<file path="src/rtl/uart_tx_mmio_pkg.sv">
// Shared definitions for the memory-mapped UART transmitter.
package uart_tx_mmio_pkg;

  localparam int XLEN = 32;

  // Register offsets inside the 8-byte window.
  localparam logic [2:0] TXDATA_OFF = 3'd0;
  localparam logic [2:0] STATUS_OFF = 3'd4;

  // STATUS bit positions.
  localparam int ST_FULL      = 0;
  localparam int ST_EMPTY     = 1;
  localparam int ST_SHIFTING  = 2;
  localparam int ST_OVERFLOW  = 3;
  localparam int ST_COUNT_LSB = 4;
  localparam int ST_COUNT_MSB = 7;

  typedef enum logic [1:0] {IDLE, START, DATA, STOP} uart_tx_state_t;

endpackage

</file>
<file path="src/rtl/sync_fifo.sv">
// Single-clock FIFO with occupancy count; push ignored when full, pop ignored when empty.
module sync_fifo #(
  parameter int WIDTH = 8,
  parameter int DEPTH = 8
) (
  input  logic                     clk,
  input  logic                     reset,
  input  logic                     push,
  input  logic [WIDTH-1:0]         push_data,
  input  logic                     pop,
  output logic [WIDTH-1:0]         pop_data,
  output logic                     full,
  output logic                     empty,
  output logic [$clog2(DEPTH):0]   count
);

  localparam int AW = $clog2(DEPTH);
  localparam logic [AW:0] DEPTH_C = (AW+1)'(DEPTH);

  logic [WIDTH-1:0] mem [DEPTH];
  logic [AW-1:0]    wr_ptr;
  logic [AW-1:0]    rd_ptr;
  logic             do_push;
  logic             do_pop;

  assign full     = (count == DEPTH_C);
  assign empty    = (count == '0);
  assign do_push  = push & ~full;
  assign do_pop   = pop & ~empty;
  assign pop_data = mem[rd_ptr];

  // Pointers wrap naturally because DEPTH is a power of two.
  always_ff @(posedge clk) begin
    if (!reset) begin
      wr_ptr <= '0;
      rd_ptr <= '0;
      count  <= '0;
    end else begin
      if (do_push) wr_ptr <= wr_ptr + 1'b1;
      if (do_pop)  rd_ptr <= rd_ptr + 1'b1;
      case ({do_push, do_pop})
        2'b10:   count <= count + 1'b1;
        2'b01:   count <= count - 1'b1;
        default: count <= count;
      endcase
    end
  end

  // Storage array is not reset; validity is tracked by the count.
  always_ff @(posedge clk) begin
    if (do_push) mem[wr_ptr] <= push_data;
  end

endmodule

</file>
<file path="src/rtl/uart_tx_mmio.sv">
// Memory-mapped 8N1 UART transmitter: bus decode, TX FIFO, overflow flag and serial FSM.
//
// state | meaning
// IDLE  | line high, waiting for a queued byte
// START | start bit (low) for CLKS_PER_BIT cycles
// DATA  | eight data bits, LSB first
// STOP  | stop bit (high); chains straight into START if more bytes queued
module uart_tx_mmio
  import uart_tx_mmio_pkg::*;
#(
  parameter logic [XLEN-1:0] BASE_ADDR    = 32'h1000_0000,
  parameter int              CLKS_PER_BIT = 16,
  parameter int              FIFO_DEPTH   = 8
) (
  input  logic            clk,
  input  logic            reset,
  input  logic [XLEN-1:0] addr,
  input  logic [XLEN-1:0] write_data,
  input  logic            we_memory,
  output logic [XLEN-1:0] read_data,
  output logic            sel,
  output logic            tx,
  output logic            busy
);

  localparam int CW = $clog2(FIFO_DEPTH) + 1;
  localparam int BW = (CLKS_PER_BIT > 1) ? $clog2(CLKS_PER_BIT) : 1;
  localparam logic [BW-1:0] BAUD_LAST = BW'(CLKS_PER_BIT - 1);

  uart_tx_state_t state, state_n;
  logic [BW-1:0]  baud_cnt, baud_n;
  logic [2:0]     bit_idx, bit_n;
  logic [7:0]     shifter, shifter_n;
  logic           tx_q, tx_n;
  logic           baud_end;

  logic           push_req;
  logic           push;
  logic           drop;
  logic           clear_ovf;
  logic           overflow;
  logic           pop;
  logic [7:0]     fifo_data;
  logic           fifo_full;
  logic           fifo_empty;
  logic [CW-1:0]  fifo_count;
  logic           shifting;
  logic [XLEN-1:0] status;
  logic           unused_bits;

  assign sel       = (addr[XLEN-1:3] == BASE_ADDR[XLEN-1:3]);
  assign push_req  = we_memory & sel & (addr[2] == TXDATA_OFF[2]);
  assign push      = push_req & ~fifo_full;
  assign drop      = push_req & fifo_full;
  assign clear_ovf = we_memory & sel & (addr[2] == STATUS_OFF[2]) & write_data[ST_OVERFLOW];
  assign unused_bits = ^{addr[1:0], write_data[XLEN-1:8]};

  sync_fifo #(
    .WIDTH (8),
    .DEPTH (FIFO_DEPTH)
  ) u_fifo (
    .clk       (clk),
    .reset     (reset),
    .push      (push),
    .push_data (write_data[7:0]),
    .pop       (pop),
    .pop_data  (fifo_data),
    .full      (fifo_full),
    .empty     (fifo_empty),
    .count     (fifo_count)
  );

  // Sticky overflow: a dropped push wins over a same-cycle clear.
  always_ff @(posedge clk) begin
    if (!reset) begin
      overflow <= 1'b0;
    end else if (drop) begin
      overflow <= 1'b1;
    end else if (clear_ovf) begin
      overflow <= 1'b0;
    end
  end

  // Serial FSM state and datapath registers.
  always_ff @(posedge clk) begin
    if (!reset) begin
      state    <= IDLE;
      baud_cnt <= '0;
      bit_idx  <= '0;
      shifter  <= '0;
      tx_q     <= 1'b1;
    end else begin
      state    <= state_n;
      baud_cnt <= baud_n;
      bit_idx  <= bit_n;
      shifter  <= shifter_n;
      tx_q     <= tx_n;
    end
  end

  assign baud_end = (baud_cnt == BAUD_LAST);

  // Next-state logic; tx is registered so the line changes on the same edge as the state.
  always_comb begin
    state_n   = state;
    baud_n    = baud_cnt;
    bit_n     = bit_idx;
    shifter_n = shifter;
    tx_n      = tx_q;
    pop       = 1'b0;
    case (state)
      IDLE: begin
        tx_n   = 1'b1;
        baud_n = '0;
        bit_n  = '0;
        if (!fifo_empty) begin
          pop       = 1'b1;
          shifter_n = fifo_data;
          state_n   = START;
          tx_n      = 1'b0;
        end
      end
      START: begin
        if (baud_end) begin
          baud_n  = '0;
          bit_n   = '0;
          state_n = DATA;
          tx_n    = shifter[0];
        end else begin
          baud_n = baud_cnt + 1'b1;
        end
      end
      DATA: begin
        if (baud_end) begin
          baud_n = '0;
          if (bit_idx == 3'd7) begin
            state_n = STOP;
            tx_n    = 1'b1;
          end else begin
            bit_n     = bit_idx + 1'b1;
            shifter_n = {1'b0, shifter[7:1]};
            tx_n      = shifter[1];
          end
        end else begin
          baud_n = baud_cnt + 1'b1;
        end
      end
      STOP: begin
        if (baud_end) begin
          baud_n = '0;
          bit_n  = '0;
          if (!fifo_empty) begin
            pop       = 1'b1;
            shifter_n = fifo_data;
            state_n   = START;
            tx_n      = 1'b0;
          end else begin
            state_n = IDLE;
            tx_n    = 1'b1;
          end
        end else begin
          baud_n = baud_cnt + 1'b1;
        end
      end
      default: begin
        state_n = IDLE;
        tx_n    = 1'b1;
      end
    endcase
  end

  assign shifting = (state != IDLE);
  assign busy     = shifting | ~fifo_empty;
  assign tx       = tx_q;

  // STATUS word assembly and read mux.
  always_comb begin
    status = '0;
    status[ST_FULL]     = fifo_full;
    status[ST_EMPTY]    = fifo_empty;
    status[ST_SHIFTING] = shifting;
    status[ST_OVERFLOW] = overflow;
    status[ST_COUNT_MSB:ST_COUNT_LSB] = 4'(fifo_count);
    read_data = '0;
    if (sel && (addr[2] == STATUS_OFF[2])) begin
      read_data = status;
    end
  end

endmodule

</file>
<file path="config.mk">
export PLATFORM = sky130hd
export DESIGN_NAME = uart_tx_mmio
export DESIGN_NICKNAME = d
export VERILOG_FILES = /design/src/rtl/uart_tx_mmio_pkg.sv /design/src/rtl/sync_fifo.sv /design/src/rtl/uart_tx_mmio.sv
export SDC_FILE = /design/constraint.sdc
export NUM_CORES = 1
export LEC_CHECK = 0
export BUFFER_PORTS_ARGS = -buffer_cell sky130_fd_sc_hd__buf_2
export CORE_MARGIN = 3
export CORE_UTILIZATION = 30
export CTS_BUF_LIST = sky130_fd_sc_hd__clkbuf_4
export DETAILED_ROUTE_END_ITERATION = 6
export PLACE_DENSITY = 0.49
export SETUP_SLACK_MARGIN = 0.1
export SLEW_MARGIN = 40
export SYNTH_ARGS = -nofsm -noshare
export SYNTH_HDL_FRONTEND = slang
export SYNTH_SLANG_ARGS = --single-unit
</file>
<file path="constraint.sdc">
create_clock -name clk -period 3.3 [get_ports clk]
set_clock_uncertainty 0.15 [all_clocks]
set_input_delay 0.66 -clock clk [delete_from_list [all_inputs] [get_ports clk]]
set_output_delay 0.66 -clock clk [all_outputs]
set_load 0.1 [all_outputs]
</file>
# == Word level (Yosys, flattened, before mapping) ==
# Memory sizes are Yosys's and may differ from the RTL's. A register that Yosys moved wholly into a read port is not among the register bits.
# Index checks and enable logic that the tools add are counted.
# Widths: inputs -> output; s select.
# totals
ff_bits,29
ramBits,64
inputBits,67
out_inout_bits,35
n_memories,1
# memory_table
name,words,width,read_ports,rd_clocked_by_memory_dff,wr,line_no,rtl
u_fifo.mem,8,8,1,1,1,sync_fifo.sv:20,logic [WIDTH-1:0] mem [DEPTH];
# op_classes
n_addsub,6
eq_ne,16
mux,35
bitwise,12
n_reduce_logical,13
# ops
cell,n
$mux 8,5
$eq 29x26->1 const B,1
$pmux 8 s3,1
$pmux 4 s2,2
$mux 3,5
$mux 1,12
$ne 2x2->1 const B,6
$mux 2,5
$add 3x1->3 const B,3
$pmux 3 s3,1
$add 4x1->4 const B,2
$and 1x1->1,8
$eq 4x4->1 const B,2
$pmux 2 s4,1
$eq 2x2->1 const B,3
$reduce_and 3->1,2
$reduce_bool 2->1,3
$reduce_and 5->1,1
$eq 2x1->1 const B,2
$logic_not 4->1,1
$mux 4,1
$pmux 1 s4,1
$reduce_and 4->1,1
$sub 4x1->4 const B,1
10 further kinds,12

# == Depth between registers and ports, before layout ==
# Gate-level depths: netlist (run 1).
# depth
ltp_word,7
depth_mapped,12
ltp_nobuf,11

# == By module ==
# Synthesis (run 1) repeated with hierarchy kept, for this count alone.
# hier_totals
hier_cells,334
area_unflattened_um2,4578.1
# modules_own_cells
module,instances,cells_each,area_per_inst_um2
sync_fifo,1,168,3136.8
uart_tx_mmio,1,166,1441.4

# == Least setup slack after synthesis (run 1) ==
# OpenSTA, ideal clock, no wires.
# synth_timing
kind,input -> output
startpoint,input addr[23]
endpoint,output read_data[0]
arrival_ns,3.542
t_required_ns,2.490
slack_ns,-1.052
cell_stages,5
path_cell_list,nor4_2 > nand3_2 > nor3_4 > nand2_1 > nor2_1
# synth_between
elab_chain_cells,3
# synth_lines
element,line_no,rtl
start: declaration,uart_tx_mmio.sv:17,"input logic [XLEN-1:0] addr,"
$eq 29x26->1,uart_tx_mmio.sv:51,assign sel = (addr[XLEN-1:3] == BASE_ADDR[XLEN-1:3]);
via sel,uart_tx_mmio.sv:21,"output logic sel,"
$logic_and 1x1->1,uart_tx_mmio.sv:185,if (sel && (addr[2] == STATUS_OFF[2])) begin
$mux 8,uart_tx_mmio.sv:185,
end: declaration,uart_tx_mmio.sv:20,"output logic [XLEN-1:0] read_data,"
# The timed path passes the listed nets, and every way through them passes these cells.

# == Final worst setup path (run 1) ==
# layout_timing
startpoint,input addr[19]
endpoint,output read_data[0]
# layout_between
elab_chain_cells,3
# layout_lines
element,line_no
$eq 29x26->1,uart_tx_mmio.sv:51
$logic_and 1x1->1,uart_tx_mmio.sv:185
$mux 8,uart_tx_mmio.sv:185
# Every way passes these cells.

==> results.sh, run 1 <==
export IMPL_ctsHoldBuffers=0
export IMPL_p_total_mw=2.25
export IMPL_drt_wl_total_um=8690
export IMPL_place_hpwl_um=6030
export IMPL_finalWorstSetupSlack_ps=349
export IMPL_rr_endpoint="u_fifo.count[2]$_SDFFE_PN0P_"
export IMPL_crit_path_end_kind="output port"
export IMPL_syn_area_mm2=0.00437
export IMPL_worstPathRequired_ps=2490
export IMPL_fin_crit_sh_pct=89.4
export IMPL_worstSetupPathType="input port to output port"
export IMPL_hold_viol=0
export IMPL_synth_seq_cells=96
export IMPL_ctsRootBufferMaster="clkbuf_4"
export IMPL_synth_cell_types=47
export IMPL_drive_gt1_share_pct=31.3
export IMPL_synthFlopType="edfxtp_1"
export IMPL_overflow=0
export IMPL_max_cap_violations=0
export IMPL_timing_fmax_mhz=339
export IMPL_path_clk_slew_ps=150
export IMPL_outcome="finished clean"
export IMPL_worstSetupStartpoint="addr[19]"
export IMPL_yosysTopAreaCell="edfxtp_1"
export IMPL_drtIter0Drc=169
export IMPL_layout_nets=471
export IMPL_p_per_area_mw_per_mm2=438
export IMPL_synthTopCellsByCount="edfxtp_1, dfxtp_1, nor2_1"
export IMPL_power_leakage_nw=1.80
export IMPL_cp_max_fo=10
export IMPL_rr_worst_depth=10
export IMPL_synth_top_area_share_pct=43.9
export IMPL_cts_buffer_depth=2
export IMPL_numCtsBuffers=9
export IMPL_numClockSinks=96
export IMPL_syn_to_final_growth_pct=17.4
export IMPL_port_buffers=51
export IMPL_dieHeight_um=127
export IMPL_ant_nets=0
export IMPL_drt_pass1_iter_count=4
export IMPL_first_global_vias=2759
export IMPL_async_flop_share_pct=0
export IMPL_drc=0
export IMPL_avgRoutedWirePerCell_um=15.1
export IMPL_dp_slack_ps=110
export IMPL_start_util_pct=31.1
export IMPL_crit_arrival_ps=2140
export IMPL_ios=102
export IMPL_fillers=1349
export IMPL_yosys_cell_count_top_type="edfxtp_1"
export IMPL_setup_violations_final=0
export IMPL_routabilityCongestion=0.699
export IMPL_grtUsageTotal_pct=11.5
export IMPL_syn_avg_cell_area_um2=13.3
export IMPL_grt_pass1_wl_um=14500
export IMPL_grt_max_degree=21
export IMPL_clk_latency_ps=450
export IMPL_dieArea_mm2=0.0161
export IMPL_report_final_slew_viol_count=0
export IMPL_postSynthCellCount=329
export IMPL_fp_row_count=43
export IMPL_yosys_top_cells_area="edfxtp_1, dfxtp_1, mux4_2, buf_4, ha_1"
export IMPL_ys_seq_area_share_pct=58.6
export IMPL_start_kind="input port"
export IMPL_postCtsSetupBuffers=0
export IMPL_cts_tree="built"
export IMPL_synth_edf_count=64
export IMPL_die_width_um=127
export IMPL_dr_total_vias=2664
export IMPL_reg2reg_slack_ps=500
export IMPL_cts_resized=0
export IMPL_ir_drop_v=0.000252
export IMPL_antenna_found_initial=0
export IMPL_yosysWarnings=0
export IMPL_h_tree_depth=3
export IMPL_hold_path_class="flip-flop to flip-flop"
export IMPL_grt_setup_unrepaired="false"
export IMPL_cp_endpoint="read_data[0]"
export IMPL_reg2reg_from="state[0]$_SDFFE_PN0P_"
export IMPL_n_antenna_cell=0
export IMPL_post_route_min_period_ps=2950
export IMPL_vias_per_cell=4.63
export IMPL_core_area_mm2=0.0140
export IMPL_worstMarginPinSlew_ps=629
export IMPL_relSlewSlack_pct=58.0
## flip-flops by register name, summed over array words and instances (netlist names), named ones only
name	flops
u_fifo.wr_ptr	3
u_fifo.count	4
shifter	8
u_fifo.mem	64
bit_idx	3
state	2
baud_cnt	4
tx	1
overflow	1
u_fifo.rd_ptr	3
## cells in the final DEF, fill, tap and decap left out, types with 6 or more instances in the layout
cell,count
buf_12,8
mux2i_1,6
dfxtp_1,31
and3_2,6
conb_1,24
buf_4,13
ha_1,13
o22ai_1,14
clkbuf_4,9
inv_1,6
nand2b_1,11
nand3_1,10
a21oi_1,6
nand2_1,19
mux4_2,16
nor2_1,29
buf_2,43
edfxtp_1,64
## through the flow
stage / hold slack [ps] / utilization [%] / cells / setup TNS (ps) / instance area, um2
2_1_floorplan: 268 / - / 352 / -1940 / 4520
3_3_place_gp: 282 / 35.5 / 560 / 0 / 4980
3_5_place_dp: 292 / 35.5 / 560 / 0 / 4980
4_1_cts: 272 / 36.5 / 576 / 0 / 5130
5_1_grt: 280 / 36.6 / 576 / 0 / 5130
6_report: 305 / 36.6 / 576 / 0 / 5130
## cell type report
cell class	instances	area [um2]	area share, %
well taps	180	225	4.39
multi-input cells	213	1690	33.0
inverters	7	26.3	0.512
repair buffers	64	473	9.21
clock buffers	9	67.6	1.32
clock inverters	7	86.3	1.68
flip-flops and latches	96	2560	49.9
## worst max-delay path, cell delays in order
cell and delay (ps):
buf_2 100, nor4_2 250, nand2_1 200, nor3_4 410, nand2_2 170, nor2_4 160
buf_12 180
## power by group
part | total [mW] | internal, mW | switching, mW | leakage, nW
registers | 1.30 | 1.29 | 0.00801 | 0.833
clock network | 0.631 | 0.185 | 0.446 | 0.0809
logic | 0.320 | 0.0582 | 0.262 | 0.889
## layer usage
| metal | share of wire, % | track usage (%) |
|---|---|---|
| met4 | 1.2 | 3.28 |
| met2 | 51 | 20.1 |
| met1 | 43 | 14.1 |
| met3 | 4.6 | 2.82 |
| met5 | 0 | 0 |
## worst min path at each step
stage / start / to / depth (start not counted)
after global routing: write_data[5] / u_fifo.mem[2][5]$_DFFE_PP_ / 1
after detailed placement: baud_cnt[0]$_SDFF_PP0_ / baud_cnt[0]$_SDFF_PP0_ / 1
final: baud_cnt[0]$_SDFF_PP0_ / baud_cnt[0]$_SDFF_PP0_ / 1
after global placement: baud_cnt[0]$_SDFF_PP0_ / baud_cnt[0]$_SDFF_PP0_ / 1
after floorplan: baud_cnt[0]$_SDFF_PP0_ / baud_cnt[0]$_SDFF_PP0_ / 1
after CTS: write_data[5] / u_fifo.mem[5][5]$_DFFE_PP_ / 1
## kinds of logic (layout without fill, tap and decap cells)
| logic type | Yosys count | count (layout) | synth area share (%) |
|---|---|---|---|
| buf+inv | 43 | 87 | 6.15 |
| xor+xnor | 8 | 8 | 1.60 |
| simple gates | 110 | 110 | 14.7 |
| other cells | 1 | 24 | 0.0858 |
| mux | 22 | 22 | 9.61 |
| flops | 96 | 96 | 58.6 |
| fa+ha+maj | 13 | 13 | 3.72 |
| compound gates | 36 | 36 | 5.58 |
Note: power is estimated with default switching activity, not from simulation.
==> inputs of run 2 (changes only) <==
- CTS_BUF_LIST: sky130_fd_sc_hd__clkbuf_4 -> unset
- GPL_ROUTABILITY_DRIVEN: unset -> 0
==> run 2 against run 1 <==
  * Power grew 18%
  * Count of clock-buffer cells in the layout unchanged
  * Sequential share of layout area shrank 1.5 points
  * Cell count stayed put
  * Critical path type unchanged
  * Critical endpoint unchanged
  * Largest cell class unchanged
==> results.sh, run 2 (synthesized netlist as in run 1, its figures left out) <==
export IMPL_vias_per_cell=4.61
export IMPL_overflow=0
export IMPL_cp_max_fo=10
export IMPL_avgRoutedWirePerCell_um=15.1
export IMPL_worstSetupPathType="input port to output port"
export IMPL_largest_reg_flops=64
export IMPL_first_global_vias=2773
export IMPL_fp_row_count=43
export IMPL_cts_buffer_depth=2
export IMPL_ant_nets=0
export IMPL_dr_total_vias=2657
export IMPL_ios=102
export IMPL_post_route_min_period_ps=2950
export IMPL_worstMarginPinSlew_ps=633
export IMPL_outcome="finished clean"
export IMPL_dp_slack_ps=110
export IMPL_power_leakage_nw=1.87
export IMPL_layout_commonest_cell="edfxtp_1"
export IMPL_grt_max_degree=21
export IMPL_h_tree_depth=3
export IMPL_p_int_mw=1.89
export IMPL_grt_setup_unrepaired="false"
export IMPL_mostFrequentLayoutCells="edfxtp_1, buf_2, dfxtp_1"
export IMPL_ir_drop_v=0.000245
export IMPL_netSwitchingPower_mw=0.761
export IMPL_largest_register="u_fifo.mem"
export IMPL_dieArea_mm2=0.0161
export IMPL_postCtsSetupBuffers=0
export IMPL_report_final_slew_viol_count=0
export IMPL_ctsHoldBuffers=0
export IMPL_instances_no_fill=576
export IMPL_start_kind="input port"
export IMPL_ctsRootBufferMaster="clkbuf_16"
export IMPL_timing_fmax_mhz=339
export IMPL_syn_to_final_growth_pct=21.0
export IMPL_top_regs="u_fifo.mem: 64 flops, shifter: 8 flops"
export IMPL_hold_path_class="flip-flop to flip-flop"
export IMPL_crit_path_end_kind="output port"
export IMPL_setup_violations_final=0
export IMPL_dp_cells=560
export IMPL_drive_gt1_share_pct=31.3
export IMPL_crit_arrival_ps=2140
export IMPL_worstPathRequired_ps=2490
export IMPL_relSlewSlack_pct=57.7
export IMPL_dieHeight_um=127
export IMPL_numClockSinks=96
export IMPL_p_per_area_mw_per_mm2=501
export IMPL_fin_crit_sh_pct=89.4
export IMPL_cts_tree="built"
export IMPL_power_share_switching_pct=28.7
export IMPL_drt_pass1_iter_count=4
export IMPL_grtUsageTotal_pct=11.6
export IMPL_pwr_share_comb_pct=12.1
export IMPL_numCtsBuffers=9
export IMPL_path_clk_slew_ps=70
export IMPL_drtIter0Drc=149
export IMPL_layout_nets=471
export IMPL_antenna_found_initial=0
export IMPL_grt_pass1_wl_um=14500
export IMPL_core_area_mm2=0.0140
export IMPL_clk_latency_ps=340
export IMPL_drt_wl_total_um=8680
export IMPL_seqPwrFrac_pct=49.0
export IMPL_start_util_pct=31.1
export IMPL_die_width_um=127
export IMPL_max_cap_violations=0
export IMPL_n_antenna_cell=0
export IMPL_drc=0
export IMPL_clockPowerShare_pct=39.0
export IMPL_port_buffers=51
export IMPL_cts_resized=0
export IMPL_place_hpwl_um=6030
export IMPL_finalWorstSetupSlack_ps=349
export IMPL_hold_viol=0
run 2: changes by cell type in the layout (fill, tap and decap cells not counted):
cell | previous run | this run
clkbuf_16 | 0 | 9
clkbuf_4 | 9 | 0
run 2: stage by stage:
stage	setup TNS (ps)	instance area (um2)	utilization, %	power (mW)	hold WS, ps
2_1_floorplan	-1940	4520	-	1.60	268
3_3_place_gp	0	4980	35.5	1.64	282
3_5_place_dp	0	4980	35.5	1.65	292
4_1_cts	0	5290	37.7	2.69	302
5_1_grt	0	5290	37.7	2.76	315
6_report	0	5290	37.7	2.65	295
run 2: metal layers:
layer  up-vias  global-route usage [%]  wire (um)  share of wire (%)
met3        11                    2.44        355                4.1
met4         0                    3.85        142                1.6
met2        54                    20.2       4400                 51
met1      1287                    14.2       3780                 44
li1       1305                       -          -                  -
met5         -                       0          0                  0
run 2: worst max-delay path, cell delays in order:
cell,delay (ps)
buf_2,100
nor4_2,250
nand2_1,200
nor3_4,410
nand2_2,170
nor2_4,160
buf_12,180
run 2: power groups by stage:
stage | Clock (mW) | Sequential (mW) | Combinational, mW
3_3_place_gp | 0 | 1.32 | 0.319
2_1_floorplan | 0 | 1.35 | 0.249
4_1_cts | 1.07 | 1.30 | 0.322
5_1_grt | 1.12 | 1.30 | 0.346
3_5_place_dp | 0 | 1.32 | 0.322
6_report | 1.03 | 1.30 | 0.320
run 2: final cells by class:
type | count | area, um2
Multi-Input combinational cell | 213 | 1690
Clock inverter | 7 | 86.3
Fill cell | 1325 | 8750
Tap cell | 180 | 225
Inverter | 7 | 26.3
Timing Repair Buffer | 64 | 473
Sequential cell | 96 | 2560
Clock buffer | 9 | 225
run 2: worst paths after layout:
| path | startpoint | end | slack, ps | cells after the start |
|---|---|---|---|---|
| worst max-delay path | addr[19] | read_data[0] | 350 | 7 |
| worst min-delay path | baud_cnt[0]$_SDFF_PP0_ | baud_cnt[0]$_SDFF_PP0_ | 290 | 1 |
| worst max register to register | state[0]$_SDFFE_PN0P_ | u_fifo.count[2]$_SDFFE_PN0P_ | 520 | 10 |
| worst min register to register | baud_cnt[0]$_SDFF_PP0_ | baud_cnt[0]$_SDFF_PP0_ | 290 | 1 |
==> inputs of run 3 (changes only) <==
- CTS_CLUSTER_DIAMETER: unset -> 50
- PLACE_DENSITY: 0.49 -> unset
==> run 3 against run 2 <==
  * Sequential share of layout area rose by 0.35 points
  * Critical path depth did not move
  * Combinational power barely moved
  * Final area fell by 0.71%
  * Global-route usage fell by 0.74 points
  * Maximum frequency fell by 2.0%
  * Worst hold slack improved by 8.4 ps
  * Cell count fell by 0.52%
  * Non-clock buffer count fell by 3
  * Utilization fell by 0.27 points
  * Highest routed layer unchanged
==> results.sh, run 3 (synthesized netlist as in run 1, its figures left out) <==
export IMPL_postCtsSetupBuffers=0
export IMPL_drt_met1_wl_um=3300
export IMPL_worstMarginPinSlew_ps=507
export IMPL_port_buffers=51
export IMPL_overflow=0
export IMPL_met3_length_um=459
export IMPL_post_route_min_period_ps=3010
export IMPL_layout_commonest_cell="edfxtp_1"
export IMPL_drive_gt1_share_pct=30.3
export IMPL_hp_start="baud_cnt[0]$_SDFF_PP0_"
export IMPL_grt_max_degree=19
export IMPL_path_clk_slew_ps=60
export IMPL_p_per_area_mw_per_mm2=503
export IMPL_top_regs="u_fifo.mem: 64 flops, shifter: 8 flops"
export IMPL_first_global_vias=2675
export IMPL_layout_nets=468
export IMPL_numCtsBuffers=9
export IMPL_dieArea_mm2=0.0161
export IMPL_drc=0
export IMPL_ant_nets=0
export IMPL_setup_violations_final=0
export IMPL_die_width_um=127
export IMPL_reg2reg_slack_ps=450
export IMPL_min_to="baud_cnt[0]$_SDFF_PP0_"
export IMPL_hold_viol=0
export IMPL_start_util_pct=31.1
export IMPL_max_cap_violations=0
export IMPL_dr_total_vias=2698
export IMPL_n_antenna_cell=0
export IMPL_power_leakage_nw=1.85
export IMPL_cts_tree="built"
export IMPL_start_kind="input port"
export IMPL_outcome="finished clean"
export IMPL_largest_reg_flops=64
export IMPL_tns_ps=0
export IMPL_place_hpwl_um=5810
export IMPL_cts_resized=0
export IMPL_final_area_mm2=0.00525
export IMPL_fin_crit_sh_pct=91.2
export IMPL_rr_endpoint="u_fifo.count[2]$_SDFFE_PN0P_"
export IMPL_report_final_slew_viol_count=0
export IMPL_drt_wl_total_um=8320
export IMPL_dpl_cell_area_mm2=0.00496
export IMPL_fp_row_count=43
export IMPL_timing_fmax_mhz=332
export IMPL_drt_pass1_iter_count=5
export IMPL_dieHeight_um=127
export IMPL_worstSetupPathType="input port to output port"
export IMPL_avgRoutedWirePerCell_um=14.5
export IMPL_grt_setup_unrepaired="false"
export IMPL_clk_latency_ps=340
export IMPL_grt_pass1_wl_um=13500
export IMPL_antenna_found_initial=0
export IMPL_vias_per_cell=4.71
export IMPL_crit_path_end_kind="output port"
export IMPL_worstPathRequired_ps=2490
export IMPL_ir_drop_v=0.000345
export IMPL_crit_arrival_ps=2200
export IMPL_ctsRootBufferMaster="clkbuf_16"
export IMPL_whs_ps=303
export IMPL_h_tree_depth=3
export IMPL_cts_buffer_depth=2
export IMPL_rr_worst_depth=10
export IMPL_ios=102
export IMPL_dp_cells=557
export IMPL_instances_no_fill=573
export IMPL_cp_max_fo=10
export IMPL_numClockSinks=96
export IMPL_syn_to_final_growth_pct=20.1
export IMPL_relSlewSlack_pct=66.0
export IMPL_ctsHoldBuffers=0
export IMPL_largest_register="u_fifo.mem"
export IMPL_mostFrequentLayoutCells="edfxtp_1, buf_2, dfxtp_1"
export IMPL_min_path_cells=1
export IMPL_hold_path_class="flip-flop to flip-flop"
export IMPL_top_layer="met4"
export IMPL_core_area_mm2=0.0140
export IMPL_grtUsageTotal_pct=10.8
export IMPL_met2_length_um=4480
export IMPL_drtIter0Drc=139
export IMPL_reg2reg_from="state[0]$_SDFFE_PN0P_"
[run 3: report_power, final]
| group | switching [mW] | internal (mW) |
|---|---|---|
| logic | 0.261 | 0.0572 |
| registers | 0.00836 | 1.29 |
| clock network | 0.432 | 0.594 |
| total | 0.701 | 1.94 |
[run 3: layout make-up]
class                   instances  area (um2)
clock inverters                 5        63.8
repair buffers                 61         450
flip-flops and latches         96        2560
multi-input cells             213        1690
well taps                     180         225
clock buffers                  11         233
fillers                      1338        8790
inverters                       7        26.3
[run 3: routing by layer]
metal | vias to the layer above | track usage, %
li1 | 1297 | -
met2 | 60 | 19.5
met1 | 1334 | 12.5
met5 | - | 0
met4 | 0 | 2.84
met3 | 7 | 3.28
[run 3: worst max-delay path by stage]
stage	start	cells past startpoint	end
final	addr[10]	7	read_data[0]
after global routing	addr[10]	7	read_data[0]
after CTS	addr[3]	7	read_data[0]
after detailed placement	addr[2]	12	u_fifo.count[2]$_SDFFE_PN0P_
after global placement	addr[2]	12	u_fifo.count[2]$_SDFFE_PN0P_
after floorplan	addr[16]	5	read_data[0]
[run 3: critical path, stage by stage]
cell	delay [ps]
buf_2	110
nor4_4	300
nand4_1	190
nor3_4	400
nand2_2	190
nor2_4	160
buf_12	180
[run 3: metrics by stage]
step	setup slack [ps]	power, mW	util (%)
floorplan	-334	1.60	-
global placement	132	1.64	35.3
detailed placement	45.2	1.64	35.3
CTS	277	2.68	37.4
global route	165	2.75	37.4
finish	289	2.64	37.4
